==> config.mk <==
export PLATFORM = sky130hd
export DESIGN_NAME = spislave_io
export DESIGN_NICKNAME = d
export VERILOG_FILES = /design/src/rtl/spislave_io.sv
export SDC_FILE = /design/constraint.sdc
export NUM_CORES = 1
export LEC_CHECK = 0
export CORE_UTILIZATION = 59
export CTS_BUF_LIST = sky130_fd_sc_hd__clkbuf_4 sky130_fd_sc_hd__clkbuf_8
export DETAILED_ROUTE_END_ITERATION = 12
export GPL_TIMING_DRIVEN = 0
export PLACE_DENSITY = 0.85
export SYNTH_ARGS = -nofsm -noshare
export SYNTH_HDL_FRONTEND = slang
export SYNTH_SLANG_ARGS = --single-unit
export TNS_END_PERCENT = 10
==> constraint.sdc <==
create_clock -name clk -period 2.4 [get_ports clk]
set_input_delay 0.24 -clock clk [delete_from_list [all_inputs] [get_ports clk]]
set_output_delay 0.24 -clock clk [all_outputs]
set_load 0.02 [all_outputs]
==> src/rtl/spislave_io.sv <==
// spislave_io: cpu11-bus SPI mode-0 slave (MSB first, 8-bit frames), pins oversampled in clk.
// Optional macro SPISLV_RXFIFO_EN replaces the RX holding register with a FIFO_DEPTH-entry FIFO.
module spislave_io #(
  parameter int SYNC_STAGES = 2,
  parameter int FIFO_DEPTH  = 4
) (
  input  logic       clk,
  input  logic       rst,
  input  logic [2:0] AD,
  input  logic [7:0] DI,
  output logic [7:0] DO,
  input  logic       rw,
  input  logic       cs,
  output logic       irq,
  input  logic       ssck,
  input  logic       smosi,
  output logic       smiso,
  output logic       smiso_oe,
  input  logic       sss
);
  logic [SYNC_STAGES-1:0] ssck_sync_q, ssck_sync_d, mosi_sync_q, mosi_sync_d, sss_sync_q, sss_sync_d;
  logic       ssck_prev_q, ssck_prev_d, sss_prev_q, sss_prev_d;
  logic [3:0] ctrl_q, ctrl_d;
  logic [7:0] fill_q, fill_d, tx_hold_q, tx_hold_d, tx_shift_q, tx_shift_d, rx_shift_q, rx_shift_d;
  logic       txe_q, txe_d, ovr_q, ovr_d, udr_q, udr_d, ssf_q, ssf_d;
  logic       reload_q, reload_d, active_q, active_d;
  logic [2:0] cnt_q, cnt_d;

  logic       ssck_s, mosi_s, sss_s, en, wr, rd;
  logic       sss_fall, sss_rise, start, stop, run, sck_rise, sck_fall;
  logic       rx_pop, rx_push, rx_ovf, rxf, rx_full;
  logic [7:0] rx_byte, rx_head, tx_next;

  assign ssck_s   = ssck_sync_q[SYNC_STAGES-1];
  assign mosi_s   = mosi_sync_q[SYNC_STAGES-1];
  assign sss_s    = sss_sync_q[SYNC_STAGES-1];
  assign en       = ctrl_q[0];
  assign wr       = cs & ~rw;
  assign rd       = cs & rw;
  assign sss_fall = sss_prev_q & ~sss_s;
  assign sss_rise = ~sss_prev_q & sss_s;
  // Clearing EN while selected ends the frame exactly like a deselect.
  assign start    = ~active_q & en & sss_fall;
  assign stop     = active_q & (sss_rise | ~en);
  assign run      = active_q & ~stop;
  assign sck_rise = run & ~ssck_prev_q & ssck_s;
  assign sck_fall = run & ssck_prev_q & ~ssck_s;
  assign rx_pop   = rd && (AD == 3'd0);
  assign rx_byte  = {rx_shift_q[6:0], mosi_s};
  assign rx_push  = sck_rise && (cnt_q == 3'd7);
  assign tx_next  = txe_q ? fill_q : tx_hold_q;

  always_comb begin
    ssck_sync_d = {ssck_sync_q[SYNC_STAGES-2:0], ssck};
    mosi_sync_d = {mosi_sync_q[SYNC_STAGES-2:0], smosi};
    sss_sync_d  = {sss_sync_q[SYNC_STAGES-2:0], sss};
    ssck_prev_d = ssck_s;
    sss_prev_d  = sss_s;
    ctrl_d      = ctrl_q;
    fill_d      = fill_q;
    tx_hold_d   = tx_hold_q;
    tx_shift_d  = tx_shift_q;
    rx_shift_d  = rx_shift_q;
    txe_d       = txe_q;
    ovr_d       = ovr_q;
    udr_d       = udr_q;
    ssf_d       = ssf_q;
    reload_d    = reload_q;
    active_d    = active_q;
    cnt_d       = cnt_q;

    // Clears first so that any set event later in this block wins.
    if (wr && AD == 3'd1) begin
      ovr_d = ovr_q & ~DI[2];
      udr_d = udr_q & ~DI[3];
      ssf_d = ssf_q & ~DI[5];
    end
    if (wr && AD == 3'd2) ctrl_d = DI[3:0];
    if (wr && AD == 3'd3) fill_d = DI;

    if (start || (sck_fall && reload_q)) begin
      tx_shift_d = tx_next;
      if (txe_q) udr_d = 1'b1;
      else       txe_d = 1'b1;
    end else if (sck_fall) begin
      tx_shift_d = {tx_shift_q[6:0], 1'b0};
    end
    if (sck_fall) reload_d = 1'b0;

    if (sck_rise) begin
      rx_shift_d = rx_byte;
      cnt_d      = cnt_q + 3'd1;
      if (cnt_q == 3'd7) reload_d = 1'b1;
    end
    if (rx_ovf) ovr_d = 1'b1;

    if (start) begin
      active_d = 1'b1;
      cnt_d    = 3'd0;
      reload_d = 1'b0;
    end
    if (stop) begin
      active_d = 1'b0;
      cnt_d    = 3'd0;
      reload_d = 1'b0;
      if (en && sss_rise) ssf_d = 1'b1;
    end

    // A TX load in this cycle already sampled the old holding state.
    if (wr && AD == 3'd0) begin
      tx_hold_d = DI;
      txe_d     = 1'b0;
    end
  end

  always_ff @(posedge clk or negedge rst) begin
    if (!rst) begin
      ssck_sync_q <= '0;
      mosi_sync_q <= '0;
      sss_sync_q  <= '1;
      ssck_prev_q <= 1'b0;
      sss_prev_q  <= 1'b1;
      ctrl_q      <= '0;
      fill_q      <= 8'hFF;
      tx_hold_q   <= '0;
      tx_shift_q  <= '0;
      rx_shift_q  <= '0;
      txe_q       <= 1'b1;
      ovr_q       <= 1'b0;
      udr_q       <= 1'b0;
      ssf_q       <= 1'b0;
      reload_q    <= 1'b0;
      active_q    <= 1'b0;
      cnt_q       <= '0;
    end else begin
      ssck_sync_q <= ssck_sync_d;
      mosi_sync_q <= mosi_sync_d;
      sss_sync_q  <= sss_sync_d;
      ssck_prev_q <= ssck_prev_d;
      sss_prev_q  <= sss_prev_d;
      ctrl_q      <= ctrl_d;
      fill_q      <= fill_d;
      tx_hold_q   <= tx_hold_d;
      tx_shift_q  <= tx_shift_d;
      rx_shift_q  <= rx_shift_d;
      txe_q       <= txe_d;
      ovr_q       <= ovr_d;
      udr_q       <= udr_d;
      ssf_q       <= ssf_d;
      reload_q    <= reload_d;
      active_q    <= active_d;
      cnt_q       <= cnt_d;
    end
  end

`ifdef SPISLV_RXFIFO_EN
  localparam int AW = $clog2(FIFO_DEPTH);
  logic [7:0]  fifo_q [FIFO_DEPTH];
  logic [7:0]  fifo_d [FIFO_DEPTH];
  logic [AW:0] wp_q, wp_d, rp_q, rp_d;
  logic [7:0]  last_q, last_d;
  logic        do_pop, do_push;

  assign rxf     = (wp_q != rp_q);
  assign rx_full = (wp_q[AW] != rp_q[AW]) && (wp_q[AW-1:0] == rp_q[AW-1:0]);
  assign do_pop  = rx_pop & rxf;
  assign do_push = rx_push & (~rx_full | do_pop);
  assign rx_ovf  = rx_push & ~do_push;
  assign rx_head = rxf ? fifo_q[rp_q[AW-1:0]] : last_q;

  always_comb begin
    fifo_d = fifo_q;
    wp_d   = wp_q;
    rp_d   = rp_q;
    last_d = last_q;
    if (do_pop) begin
      rp_d   = rp_q + 1'b1;
      last_d = fifo_q[rp_q[AW-1:0]];
    end
    if (do_push) begin
      fifo_d[wp_q[AW-1:0]] = rx_byte;
      wp_d = wp_q + 1'b1;
    end
  end

  always_ff @(posedge clk or negedge rst) begin
    if (!rst) begin
      for (int i = 0; i < FIFO_DEPTH; i++) fifo_q[i] <= '0;
      wp_q   <= '0;
      rp_q   <= '0;
      last_q <= '0;
    end else begin
      fifo_q <= fifo_d;
      wp_q   <= wp_d;
      rp_q   <= rp_d;
      last_q <= last_d;
    end
  end
`else
  logic [7:0] rx_hold_q, rx_hold_d;
  logic       rxf_q, rxf_d;

  assign rxf     = rxf_q;
  assign rx_head = rx_hold_q;
  assign rx_full = 1'b0;
  assign rx_ovf  = rx_push & rxf_q & ~rx_pop;

  always_comb begin
    rx_hold_d = rx_hold_q;
    rxf_d     = rxf_q;
    if (rx_pop) rxf_d = 1'b0;
    if (rx_push) begin
      rx_hold_d = rx_byte;
      rxf_d     = 1'b1;
    end
  end

  always_ff @(posedge clk or negedge rst) begin
    if (!rst) begin
      rx_hold_q <= '0;
      rxf_q     <= 1'b0;
    end else begin
      rx_hold_q <= rx_hold_d;
      rxf_q     <= rxf_d;
    end
  end
`endif

  always_comb begin
    DO = 8'hFF;
    case (AD)
      3'd0:    DO = rx_head;
      3'd1:    DO = {(cnt_q != 3'd0), rx_full, ssf_q, ~sss_s, udr_q, ovr_q, txe_q, rxf};
      3'd2:    DO = {4'b0000, ctrl_q};
      3'd3:    DO = fill_q;
      default: DO = 8'hFF;
    endcase
  end

  assign irq      = (ctrl_q[1] & rxf) | (ctrl_q[2] & txe_q) | (ctrl_q[3] & ssf_q);
  assign smiso_oe = active_q;
  assign smiso    = active_q ? tx_shift_q[7] : 1'b1;
endmodule

==> results.rst <==
.. list-table::
   :header-rows: 1

   * - Metric
     - Value
   * - Critical Path Source Type
     - flip-flop
   * - Critical register-to-register path startpoint
     - sss_sync_q[1]
   * - Number of standard cells in the final layout excluding fillers
     - 303
   * - Max-cap check violation count
     - 0
   * - Highest fanout seen on the critical path
     - 11
   * - WL per Instance
     - 17.37 microns
   * - CTS buffer count
     - 9
   * - Origin of the worst min-delay path
     - sss
   * - Xor/xnor share of the synthesized area
     - 0
   * - Cell row count
     - 24
   * - Class of the most critical setup path
     - flip-flop to output pin
   * - Required time at the worst-slack endpoint
     - roughly 2.2 ns
   * - Number of nets at the end of the flow
     - 267
   * - Via count of the first global-routing pass
     - 1876
   * - Clock H-tree levels
     - 3
   * - Seq cells post-synth
     - 61
   * - Arrival time of data at the critical path endpoint
     - 2.08 ns
   * - Initial DRT Pass Iterations
     - 4
   * - Main combinational cell family by area after synthesis
     - multiplexers
   * - Initial standard-cell utilization of the core
     - 0.6317
   * - Adder and majority cell fraction of the synthesized area
     - 0.01671
   * - VDD IR-drop max
     - 528.8 uV
   * - Antenna fix cells
     - 0
   * - P_leak
     - 0.001597 uW
   * - Fraction of the mapped netlist area in compound gates
     - 0.05321
   * - Clock tree skew after final layout
     - 0.003618 ns
   * - Launching element of the worst setup path
     - txe_q
   * - Number of synthesized flops with an enable pin
     - 0
   * - Proportion of power drawn by the clock network
     - 0.333
   * - Transition time of the tightest slew-check pin
     - 0.5550 ns
   * - Sequential cell area fraction in the yosys report
     - 0.5418
   * - Post-synthesis instance area
     - 2845 sq um
   * - Internal Power
     - 2034 uW
   * - Full die area
     - 5104 sq um
   * - Post-synthesis share of cell area spent on and, or, nand and nor gates
     - 0.08707
   * - Highest clock frequency the design can meet
     - 431.8 MHz
   * - Fraction of synthesized area in multiplexers
     - 0.2700
   * - Placement Setup Slack
     - about 0.1 ns
   * - RSZ-0062 raised after global routing
     - false
   * - Synth Instances
     - about 210
   * - Overall die width
     - 71.45 microns
   * - Share of synthesized flip-flops with an asynchronous set or reset
     - 1.000
   * - Bufs on Longest Clock Path
     - 2
   * - Time the worst path needs with I/O delays and setup
     - around 2.3 ns
   * - Layout cells sized above 1
     - 0.3944
   * - TritonCTS clock tree
     - yes
   * - Minimum hold slack
     - around 0.31 ns
   * - Post-synth top area cell
     - sky130_fd_sc_hd__dfrtp_1
   * - Netlist cell types
     - 47
   * - Core Footprint
     - 4504 sq um
   * - Final setup margin
     - approximately 0.084 ns
   * - Clock input transition at the sequential cells of the worst setup and hold paths
     - 0.06 ns
   * - Final routed DRC violation total
     - 0
   * - Largest net degree at the start of global routing
     - 39
   * - Avg Vias per Cell
     - 5.809
   * - Status
     - complete, no violations
   * - Hold WC Path Type
     - input port to flip-flop
   * - Number of clock sinks
     - 61
   * - Global routing usage summed across all routing layers
     - 0.2445
   * - Iter 0 DRT Violations
     - 87
   * - Initial antenna violation count
     - 0
   * - Number of max-slew violations in the final report
     - 0
   * - Final global-route overflow total
     - 0
   * - Synthesis warning total
     - 0
   * - Fin. Hold Viols
     - 0
   * - Via count of the routed design
     - 1760
   * - Post-synthesis area per instance
     - 13.61 sq um
   * - Remaining antenna violation count after routing
     - 0
   * - Number of placed instances, taps included
     - 287
   * - Synthesis-to-layout area growth
     - 19.13%
   * - Setup violation total in the final timing report
     - 0
   * - Post-synth top flop
     - sky130_fd_sc_hd__dfrtp_1
   * - Power density over cell area
     - 804.4 nW/um^2
   * - Num ports
     - 29
   * - HPWL reported at the end of detailed placement
     - around 3800 microns
   * - Total wire length after detailed routing
     - 5263 microns
   * - Area fraction of the dominant cell type after synthesis
     - 0.4310
   * - Flop pwr share
     - 0.480
   * - Cells taking the most area after synthesis
     - sky130_fd_sc_hd__dfrtp_1, sky130_fd_sc_hd__mux2_2, sky130_fd_sc_hd__dfstp_2, sky130_fd_sc_hd__mux2i_1, sky130_fd_sc_hd__mux4_2
   * - Root buffer cell
     - sky130_fd_sc_hd__clkbuf_8
   * - Post-synth net total
     - 230
   * - Final period utilization
     - 0.9650
   * - Vertical die dimension
     - 71.45 microns
   * - Max transition margin
     - 0.6300
   * - Net Switching
     - 692.3 uW
   * - Switching Fraction
     - 0.2539
   * - Critical Path Sink Type
     - output pin
   * - First-pass GRT wire length
     - 9032 microns
   * - Combinational power share
     - 0.187
   * - Clock network latency to the later pin of the worst-skew pair
     - about 0.34 ns
   * - Buffers added on ports
     - 25
   * - Post-CTS Setup Inserts
     - 0
   * - Routability-driven placement congestion ratio
     - 0.8255
==> per-layer routing <==
metal	vias to the layer above	global-route usage	wire (microns)	share of wire
met5	-	0	0	0
met4	0	0.1022	123	0.023
met3	16	0.09705	279	0.053
met2	41	0.3820	2602	0.49
met1	874	0.3051	2257	0.43
li1	829	-	-	-
==> flip-flops by register name, indices dropped and copies added, names as in the netlist <==
signal	flops
cnt_q	3
ctrl_q	4
fill_q	8
mosi_sync_q	2
ovr_q	1
reload_q	1
rx_head	8
rx_shift_q	7
rxf	1
smiso_oe	1
ssck_prev_q	1
ssck_sync_q	2
ssf_q	1
sss_prev_q	1
sss_sync_q	2
tx_hold_q	8
tx_shift_q	8
txe_q	1
udr_q	1
==> cell type report <==
type | instances | area (sq um)
plain buffers | 8 | 48.80
clock buffers | 16 | 207.7
fillers | 291 | 1115
inverters | 10 | 37.54
multi-input cells | 129 | 1215
flip-flops and latches | 61 | 1541
well taps | 52 | 65.06
repair buffers | 27 | 274.0
==> cell usage after synthesis (3+ instances only) <==
cell type	n
sky130_fd_sc_hd__o21ai_0	5
sky130_fd_sc_hd__clkbuf_1	3
sky130_fd_sc_hd__or2_2	4
sky130_fd_sc_hd__dfrtp_1	49
sky130_fd_sc_hd__mux2_2	45
sky130_fd_sc_hd__ha_1	3
sky130_fd_sc_hd__dfstp_2	12
sky130_fd_sc_hd__mux2i_1	13
sky130_fd_sc_hd__mux4_2	4
sky130_fd_sc_hd__nor2_1	4
sky130_fd_sc_hd__inv_1	10
sky130_fd_sc_hd__a31oi_1	3
sky130_fd_sc_hd__nand2_1	12
==> worst max-delay path, cell delays in order, from the launching register on <==
cell,delay (ns)
sky130_fd_sc_hd__dfstp_2,0.45
sky130_fd_sc_hd__mux4_2,0.45
sky130_fd_sc_hd__or2_2,0.29
sky130_fd_sc_hd__clkdlybuf4s50_1,0.54
==> final timing paths <==
kind                                        to  slack (ns)  depth (start not counted)
worst min-delay path             sss_sync_q[0]        0.31                          1
min in group asynchronous       ssck_sync_q[0]        0.42                          2
worst min register to register  mosi_sync_q[1]        0.36                          0
worst max-delay path                     DO[1]        0.08                          3
max in group asynchronous            fill_q[2]        1.33                          3
worst max register to register   tx_shift_q[2]        0.60                          4
==> power groups by stage <==
| stage | Combinational (uW) | Sequential (uW) | Clock (uW) |
|---|---|---|---|
| 2_1_floorplan | 372 | 1280 | 0 |
| 3_3_place_gp | 516 | 1300 | 0 |
| 3_5_place_dp | 533 | 1310 | 0 |
| 4_1_cts | 515 | 1310 | 935 |
| 5_1_grt | 554 | 1330 | 980 |
| 6_report | 509 | 1310 | 909 |
==> cell families (layout without fill, tap and decap cells) <==
family	count (synthesis)	count (layout)
and+or+nand+nor	39	39
muxes	65	65
DFF	61	61
adders and majority gates	4	4
AOI/OAI and AO/OA	21	21
buffers and inverters	19	61
==> cell usage in the layout (no fill, tap or decap), types with 4 or more instances in the layout <==
cell	n
sky130_fd_sc_hd__mux2i_1	13
sky130_fd_sc_hd__clkbuf_8	14
sky130_fd_sc_hd__dfstp_2	12
sky130_fd_sc_hd__or2_2	4
sky130_fd_sc_hd__mux4_2	4
sky130_fd_sc_hd__nand2_1	12
sky130_fd_sc_hd__inv_1	10
sky130_fd_sc_hd__nor2_1	4
sky130_fd_sc_hd__o21ai_0	5
sky130_fd_sc_hd__mux2_2	45
sky130_fd_sc_hd__dfrtp_1	49
sky130_fd_sc_hd__clkdlybuf4s50_1	23
==> through the flow <==
| step | utilization | TNS, ns | area, sq um | total power [uW] |
|---|---|---|---|---|
| 6_report | 0.7525 | 0 | 3390 | 2726 |
| 5_1_grt | 0.7525 | 0 | 3390 | 2864 |
| 4_1_cts | 0.7522 | 0 | 3388 | 2760 |
| 3_5_place_dp | 0.7050 | 0 | 3176 | 1841 |
| 3_3_place_gp | 0.7017 | -39.75 | 3161 | 1818 |
| 2_1_floorplan | - | 0 | 2845 | 1649 |
==> timing repair <==
action,in CTS,in global routing
endpoints found under the setup margin,3,1
hold buffers,1,0
gates resized for setup,1,2
hold endpoints to repair,22,0
gates cloned,0,0
(Power assumes the default switching activity.)
